## src/rtl/fre_divn_pkg.sv

```systemverilog
// fre_divn_pkg: shared state encoding and default sizes for the programmable divider
package fre_divn_pkg;
  typedef enum logic [1:0] {S_IDLE, S_LOW, S_HIGH} state_t;
  localparam int DEF_CW = 8;
  localparam int DEF_LW = 2;
  localparam int DEF_HW = 3;
endpackage

```

## src/rtl/fre_divn_cfg.sv

```systemverilog
// fre_divn_cfg: config handshake, legality check, shadow register and active lengths
module fre_divn_cfg import fre_divn_pkg::*; #(
  parameter int CW = DEF_CW,
  parameter int LW_DEF = DEF_LW,
  parameter int HW_DEF = DEF_HW
) (
  input  logic          clk,
  input  logic          rst,
  input  logic          cfg_valid,
  input  logic [CW-1:0] cfg_lw,
  input  logic [CW-1:0] cfg_hw,
  input  logic          i_tick,
  input  logic          i_idle,
  output logic          cfg_ready,
  output logic          cfg_err,
  output logic [CW-1:0] o_act_lw,
  output logic [CW-1:0] o_act_hw
);
  logic [CW-1:0] r_sh_lw, r_sh_hw, r_act_lw, r_act_hw;
  logic r_pend, r_err;
  logic w_acc, w_ok;
  assign w_acc = cfg_valid && !r_pend;
  assign w_ok = w_acc && cfg_lw != '0 && cfg_hw != '0;
  assign cfg_ready = !r_pend;
  assign cfg_err = r_err;
  assign o_act_lw = r_act_lw;
  assign o_act_hw = r_act_hw;
  // lengths only move at a period boundary or while idle, so a period never changes shape
  always_ff @(posedge clk) begin
    if (rst) begin
      r_sh_lw <= '0;
      r_sh_hw <= '0;
      r_act_lw <= CW'(LW_DEF);
      r_act_hw <= CW'(HW_DEF);
      r_pend <= 1'b0;
      r_err <= 1'b0;
    end else begin
      r_err <= w_acc && !w_ok;
      if (w_ok && i_tick) begin
        r_act_lw <= cfg_lw;
        r_act_hw <= cfg_hw;
      end else if (w_ok) begin
        r_sh_lw <= cfg_lw;
        r_sh_hw <= cfg_hw;
        r_pend <= 1'b1;
      end else if (r_pend && (i_tick || i_idle)) begin
        r_act_lw <= r_sh_lw;
        r_act_hw <= r_sh_hw;
        r_pend <= 1'b0;
      end
    end
  end
endmodule

```

## src/rtl/fre_divn_prog.sv

```systemverilog
// fre_divn_prog: divider with programmable low/high phase lengths and period tick
module fre_divn_prog import fre_divn_pkg::*; #(
  parameter int CW = DEF_CW,
  parameter int LW_DEF = DEF_LW,
  parameter int HW_DEF = DEF_HW
) (
  input  logic          clk,
  input  logic          rst,
  input  logic          en,
  input  logic          cfg_valid,
  input  logic [CW-1:0] cfg_lw,
  input  logic [CW-1:0] cfg_hw,
  output logic          cfg_ready,
  output logic          cfg_err,
  output logic          out_fre_divn,
  output logic          period_tick
);
  state_t r_state, w_nstate;
  logic [CW-1:0] r_lcnt, r_hcnt, w_nlcnt, w_nhcnt, w_act_lw, w_act_hw;
  logic r_out, w_tick;
  fre_divn_cfg #(.CW(CW), .LW_DEF(LW_DEF), .HW_DEF(HW_DEF)) u_cfg (
    .clk(clk), .rst(rst), .cfg_valid(cfg_valid), .cfg_lw(cfg_lw), .cfg_hw(cfg_hw),
    .i_tick(w_tick), .i_idle(r_state == S_IDLE), .cfg_ready(cfg_ready),
    .cfg_err(cfg_err), .o_act_lw(w_act_lw), .o_act_hw(w_act_hw)
  );
  // gated by en so an abort in the last high cycle does not report a period
  assign w_tick = en && r_state == S_HIGH && r_hcnt == w_act_hw;
  assign period_tick = w_tick;
  assign out_fre_divn = r_out;
  always_comb begin
    w_nstate = S_IDLE;
    w_nlcnt = '0;
    w_nhcnt = '0;
    if (en) begin
      if (r_state == S_LOW && r_lcnt != w_act_lw) begin
        w_nstate = S_LOW;
        w_nlcnt = r_lcnt + CW'(1);
      end else if (r_state == S_LOW || (r_state == S_HIGH && r_hcnt != w_act_hw)) begin
        w_nstate = S_HIGH;
        w_nhcnt = r_state == S_LOW ? CW'(1) : r_hcnt + CW'(1);
      end else begin
        w_nstate = S_LOW;
        w_nlcnt = CW'(1);
      end
    end
  end
  always_ff @(posedge clk) begin
    if (rst) begin
      r_state <= S_IDLE;
      r_lcnt <= '0;
      r_hcnt <= '0;
      r_out <= 1'b0;
    end else begin
      r_state <= w_nstate;
      r_lcnt <= w_nlcnt;
      r_hcnt <= w_nhcnt;
      r_out <= w_nstate == S_HIGH;
    end
  end
endmodule

```

## config.mk

```make
export PLATFORM = sky130hd
export DESIGN_NAME = fre_divn_prog
export DESIGN_NICKNAME = d
export VERILOG_FILES = /design/src/rtl/fre_divn_pkg.sv /design/src/rtl/fre_divn_cfg.sv /design/src/rtl/fre_divn_prog.sv
export SDC_FILE = /design/constraint.sdc
export NUM_CORES = 1
export LEC_CHECK = 0
export BUFFER_PORTS_ARGS = -buffer_cell sky130_fd_sc_hd__buf_2
export CAP_MARGIN = 20
export CORE_MARGIN = 2
export CORE_UTILIZATION = 45
export DETAILED_ROUTE_END_ITERATION = 8
export REMOVE_ABC_BUFFERS = 1
export SYNTH_ARGS = -nofsm -noshare
export SYNTH_HDL_FRONTEND = slang
export SYNTH_SLANG_ARGS = --single-unit
export TNS_END_PERCENT = 50
```

## constraint.sdc

```tcl
create_clock -name clk -period 2.2 [get_ports clk]
set_clock_uncertainty 0.15 [all_clocks]
set_input_delay 0.44 -clock clk [delete_from_list [all_inputs] [get_ports clk]]
set_output_delay 0.44 -clock clk [all_outputs]
set_load 0.02 [all_outputs]
```

==> summary.md, run 1 <==
| Metric | Value |
|---|---|
| Outcome | complete, no violations |
| Clock latency on the worst-skew pair | between 300 and 400 ps |
| Ys Warns | 0 |
| Routability Congestion | 0.762 |
| Max Slew Vio Count | 0 |
| Hold WC Path Type | in2reg |
| Hold Path End | u_cfg.r_sh_hw[0]$_SDFFE_PP0P_ |
| Worst Min Path Start | cfg_hw[0] |
| Sequential element share of the synthesized area | 0.437 |
| Synthesized area | roughly 0.0024 mm² |
| Adder-cell area share of the yosys netlist | 0.0103 |
| Worst r2r dst | u_cfg.o_act_hw[3]$_SDFFE_PP0P_ |
| Post-synthesis simple-gate area fraction | 0.214 |
| Commonest non-fill, non-tap cell in the layout | dfxtp_1 |
| Maxcap violations | 0 |
| Largest net degree at the start of global routing | 34 |
| 1st-iter DRT viols | 89 |
| Wire per inst | around 14 µm |
| Post-Synthesis Cells | between 200 and 300 |
| Post-synth cell types | 35 |
| Final WL | between 5000 and 6000 µm |
| Path depth of the worst reg2reg path | 7 |
| Complex-gate fraction of the synthesized area | 0.196 |
| Total power | between 1500 and 2000 µW |
| Initial antenna violation count | 0 |
| DRT antenna net count | 0 |
| Seq cells post-synth | between 50 and 60 |
| Post-Place Cell Area | ~0.0026 mm² |
| Total gr overflow | 0 |
| Number of port buffers | 23 |
| CTS max path bufs | 2 |
| Residual DRC | 0 |
| Combinational family with the most area after synthesis | simple AND/OR/NAND/NOR gates |
| Clk slew on worst S/H paths | 100 ps |
| Core Box Area | about 0.0052 mm² |
| Row cnt | 26 |
| Share of layout cells above drive strength 1 | 0.210 |
| Area Growth Syn to Fin | 17.6% |
| Number of global-route vias before repair | 1873 |
| Power density cells | about 670 mW/mm² |
| Final setup fails | 0 |
| Max-slew headroom | 0.620 |
| CTS root buf | clkbuf_8 |
| Tcrit/Tclk final | 0.990 |
| Antenna diodes | 0 |
| Via density | 5.32 |
| Most frequent cells in the layout | dfxtp_1 (46), nand2_1 (30), nand3_1 (27) |
| Peak VDD IR | between 0.0003 and 0.0004 V |
| First-pass GRT wire length | between 9000 and 10000 µm |
| Worst-path maximum fanout | 5 |
| Die Height | 77.5 µm |
| Worst setup SP type | flip-flop |
| Critical Path RT | 1610 ps |
| CP arrival | about 1600 ps |
| Initial core utilization | 0.470 |
| Reg2Reg Setup Slack | about 140 ps |
| H-tree depth | 2 |
| Achievable frequency | approximately 460 MHz |
| Die width | about 77 µm |
| Util after Layout | 0.552 |
| RSZ-0062 raised after global routing | yes |
| Post-synth ARST share | 0 |
| Syn Area/Cell | 8.40 µm² |
| Number of primary I/O pins | 24 |
| Post-DP HPWL | approximately 3800 µm |
| Number of enable flip-flop cells after synthesis | 0 |
| Worst r2r src | r_hcnt[2]$_SDFF_PP0_ |
| Die area | 0.00600 mm² |
| Routed vias | 2070 |
| Crit path capture type | output pin |
| Clk sinks | 53 |
| Critical path start-end classification | reg2out |
| Total CTS buffers | 5 |
| CTS Hold Bufs | 0 |
| Post-Synth XOR/XNOR Area | 0.101 |
| Ys flop type | dfxtp_1 |
| Hold depth | 3 |
| Final nets | 340 |
| Total GRT Usage | 0.190 |
| Final Critical Period | around 2200 ps |
| DR pass1 iterations | 5 |
| Lkg Pwr | between 0.001 and 0.0015 µW |
| Final Cell Area | approximately 0.0029 mm² |
| Multiplexer share of the synthesized area | 0 |
| Hold Vio Cnt, Final | 0 |
| TritonCTS clock tree | built |
| Tightest Pin Transition | 569 ps |
-- power by group --
part	total (µW)	switching [µW]	internal, µW
Sequential	1010	21.3	991
Combinational	199	119	79.7
Clock	695	325	370
Total	1910	466	1440
-- cell type report --
type | count | area, µm²
Clock buffer | 6 | 82.6
Inverter | 8 | 30.0
Clock inverter | 2 | 37.5
Sequential cell | 53 | 1070
Tap cell | 70 | 87.6
Multi-Input combinational cell | 211 | 1310
Fill cell | 485 | 2320
Timing Repair Buffer | 39 | 241
-- state kept, by name (all words and copies together), names as in the netlist --
register,cells
r_hcnt,8
r_lcnt,8
u_cfg.o_act_hw,8
u_cfg.o_act_lw,8
u_cfg.r_sh_hw,8
u_cfg.r_sh_lw,8
r_state,2
out_fre_divn,1
u_cfg.cfg_err,1
u_cfg.r_pend,1
-- metal layers --
| layer | GRT usage | part of all wire |
|---|---|---|
| met5 | 0 | 0 |
| met2 | 0.271 | 0.42 |
| met1 | 0.288 | 0.53 |
| met4 | 0.0589 | 0.012 |
| met3 | 0.0360 | 0.033 |
-- synth_stat cells, types with 5 or more instances --
library cell  number  share of area
dfxtp_1           53           0.44
nand2_1           30          0.046
nand3_1           28          0.058
nor2_1            20          0.031
a21oi_1           19          0.039
o21ai_1           19          0.039
xor2_1            18          0.065
a31oi_1           14          0.036
o31ai_1           13          0.040
clkbuf_1          11          0.017
xnor2_1           10          0.036
inv_1              6         0.0093
nor3_1             6          0.012
buf_2              5          0.010
-- worst max-delay path, stage by stage, from the launching register on --
cell     delay [ps]
dfxtp_2         360
xor2_1          170
nor4_4          350
nand4_2         160
inv_2           130
buf_6           120
-- cells by family (layout without fill, tap and decap cells) --
group                      Yosys count  in the layout
and+or+nand+nor                    104            104
AOI/OAI and AO/OA                   77             77
DFF                                 53             53
xor gates and xnor gates            28             28
buffers and inverters               25             55
adders and majority gates            2              2
-- per-stage QoR --
step,setup TNS [ps],hold slack (ps),worst slack (ps),cells
2_1_floorplan,-11770,301,-482,272
3_3_place_gp,0,313,52.1,376
3_5_place_dp,-0.492,311,-0.492,376
4_1_cts,-24.6,233,-15.5,388
5_1_grt,-60.4,244,-60.4,389
6_report,0,243,22.1,389
-- worst max-delay path by stage --
| stage | startpoint | to | slack (ps) | cells past startpoint |
|---|---|---|---|---|
| 2_1_floorplan | r_hcnt[2]$_SDFF_PP0_ | u_cfg.o_act_hw[7]$_SDFFE_PP0P_ | -480 | 6 |
| 3_3_place_gp | r_hcnt[1]$_SDFF_PP0_ | u_cfg.o_act_lw[4]$_SDFFE_PP0P_ | 50 | 5 |
| 5_1_grt | u_cfg.o_act_hw[7]$_SDFFE_PP0P_ | period_tick | -60 | 5 |
| 6_report | r_hcnt[2]$_SDFF_PP0_ | period_tick | 20 | 5 |
| 3_5_place_dp | r_hcnt[2]$_SDFF_PP0_ | u_cfg.o_act_lw[4]$_SDFFE_PP0P_ | -0.5 | 5 |
| 4_1_cts | r_hcnt[2]$_SDFF_PP0_ | u_cfg.o_act_lw[4]$_SDFFE_PP0P_ | -20 | 5 |
-- timing repair --
item | 4_1_cts | 5_1_grt
pin swaps | 3 | 3
setup buffers | 4 | 1
endpoints found under the setup margin | 8 | 20
resized for setup | 4 | 13
Power figures use the tool's default switching activity.
==> inputs of run 2 (changes only) <==
--- a/config.mk
+++ b/config.mk
@@ -8,7 +8,7 @@
 export BUFFER_PORTS_ARGS = -buffer_cell sky130_fd_sc_hd__buf_2
 export CAP_MARGIN = 20
 export CORE_MARGIN = 2
-export CORE_UTILIZATION = 45
+export CORE_UTILIZATION = 30
 export DETAILED_ROUTE_END_ITERATION = 8
 export REMOVE_ABC_BUFFERS = 1
 export SYNTH_ARGS = -nofsm -noshare
==> summary.md, run 2 (synthesis results as in run 1) <==
| Metric | Value |
|---|---|
| Pre-CTS setup slack | -14.1 ps |
| Wire per inst | 12.7 µm |
| Initial core utilization | 0.313 |
| Lkg Pwr | between 0.001 and 0.0015 µW |
| Number of primary I/O pins | 24 |
| CTS max path bufs | 2 |
| Final nets | between 300 and 400 |
| First-pass GRT wire length | 9400 µm |
| Routability Congestion | between 0.8 and 0.9 |
| Die width | about 94 µm |
| Peak VDD IR | approximately 0.00030 V |
| Power density cells | around 650 mW/mm² |
| Die area | a little under 0.009 mm² |
| Path depth of the worst reg2reg path | 8 |
| Clk sinks | 53 |
| Core Box Area | just under 0.008 mm² |
| H-tree depth | 2 |
| Number of global-route vias before repair | 2015 |
| Worst setup path startpoint | u_cfg.o_act_hw[4]$_SDFFE_PP0P_ |
| Hold Path End | u_cfg.r_sh_hw[5]$_SDFFE_PP0P_ |
| DR pass1 iterations | 4 |
| Inst Count DP | between 400 and 500 |
| Max stage delay on crit path | between 300 and 400 ps |
| Layout Cells excl Fill | roughly 420 |
| Maxcap violations | 0 |
| Die Height | approximately 94 µm |
| Clk slew on worst S/H paths | ~100 ps |
| Final worst setup slack | between 20 and 25 ps |
| Area Growth Syn to Fin | 19.7% |
| Critical Path RT | about 1600 ps |
| Achievable frequency | around 460 MHz |
| Via density | ~5 |
| CP arrival | 1590 ps |
| Row cnt | 32 |
| Worst r2r src | r_hcnt[2]$_SDFF_PP0_ |
| Commonest non-fill, non-tap cell in the layout | dfxtp_1 |
| 1st-iter DRT viols | 94 |
| Residual DRC | 0 |
| CTS Hold Bufs | 0 |
| Largest net degree at the start of global routing | 34 |
| Worst Min Path Start | cfg_hw[5] |
| Hold Vio Cnt, Final | 0 |
| Most frequent cells in the layout | dfxtp_1 (50), nand2_1 (29), nand3_1 (28) |
| TritonCTS clock tree | built |
| Max Slew Vio Count | 0 |
| Post-DP HPWL | 4030 µm |
| Hold depth | 3 |
| Max-slew headroom | 0.559 |
| RSZ-0062 raised after global routing | yes |
| Worst setup SP type | flip-flop |
| CP max-delay cell | dfxtp_2 |
| Hold WC Path Type | in2reg |
| DRT antenna net count | 0 |
| Worst-path maximum fanout | 3 |
| Total GRT Usage | 0.132 |
| Critical-path cell list | xor2_1 > nor4_4 > nand4_2 > inv_2 > buf_6 |
| Critical path start-end classification | reg2out |
| Worst r2r dst | u_cfg.o_act_lw[1]$_SDFFE_PP1P_ |
| Initial antenna violation count | 0 |
| Total CTS buffers | 5 |
| Reg2Reg Setup Slack | approximately 160 ps |
| Tcrit/Tclk final | 0.990 |
| Final Critical Period | 2180 ps |
| Final WL | around 5400 µm |
| Share of layout cells above drive strength 1 | 0.193 |
| Number of port buffers | 23 |
| Clock latency on the worst-skew pair | approximately 300 ps |
| CTS root buf | clkbuf_8 |
| Outcome | complete, no violations |
| Crit path capture type | output pin |
| Final setup fails | 0 |
| Total gr overflow | 0 |
| Tightest Pin Transition | around 660 ps |
| Antenna diodes | 0 |
| Routed vias | between 2000 and 2500 |
run 2: cell count changes in the layout (fill, tap and decap cells not counted), moves of 3 or more:
cell     change
dfxtp_1      +4
dfxtp_2      -4
o31ai_1      +7
o31ai_2      -7
buf_4        +3
run 2: stage by stage:
step	hold slack (ps)	power (µW)	cell area (µm²)	util	TNS (ps)
2_1_floorplan	301	1140	2360	-	-11770
3_3_place_gp	311	1220	2710	0.349	0
3_5_place_dp	310	1220	2710	0.349	-20.6
4_1_cts	244	1910	2880	0.370	0
5_1_grt	245	1980	2910	0.374	-54.1
6_report	252	1900	2910	0.374	0
run 2: critical path, delay by kind of cell, from the launching register on:
kind | cells | cell delay [ps]
xor+xnor | 1 | 180
buf+inv | 2 | 250
simple gates | 2 | 520
flops | 1 | 340
run 2: cell type report:
type,count,area (µm²)
sequential,53,1060
tap,102,128
inverter,8,30.0
timing repair buffer,42,264
fill,819,4860
clock inverter,2,37.5
clock buffer,6,82.6
multi-input combinational,211,1300
run 2: worst max-delay path by stage:
stage,endpoint,slack [ps],cells past startpoint
after floorplan,u_cfg.o_act_hw[7]$_SDFFE_PP0P_,-480,6
after global placement,u_cfg.o_act_hw[4]$_SDFFE_PP0P_,70,6
after global routing,period_tick,-50,5
final,period_tick,20,5
after CTS,period_tick,20,5
after detailed placement,u_cfg.o_act_hw[5]$_SDFFE_PP0P_,-10,5
run 2: report_power, final:
group	switching, µW	internal, µW	total (µW)
clock	318	370	688
sequential	20.4	991	1010
combinational	117	80.6	197
total	455	1440	1900
run 2: per-layer routing:
layer  wire, µm  global-route usage  up-vias
met5          0                   0        -
met2       2540               0.213       23
met4         76              0.0459        0
met1       2640               0.177      956
met3        143              0.0249        6
li1           -                   -     1090
run 2: repair_timing:
item | CTS | global route
buffers inserted | 4 | 0
setup endpoints to repair | 8 | 17
resized for setup | 4 | 6
endpoints found under the hold margin | 0 | 0
pin swaps | 3 | 2
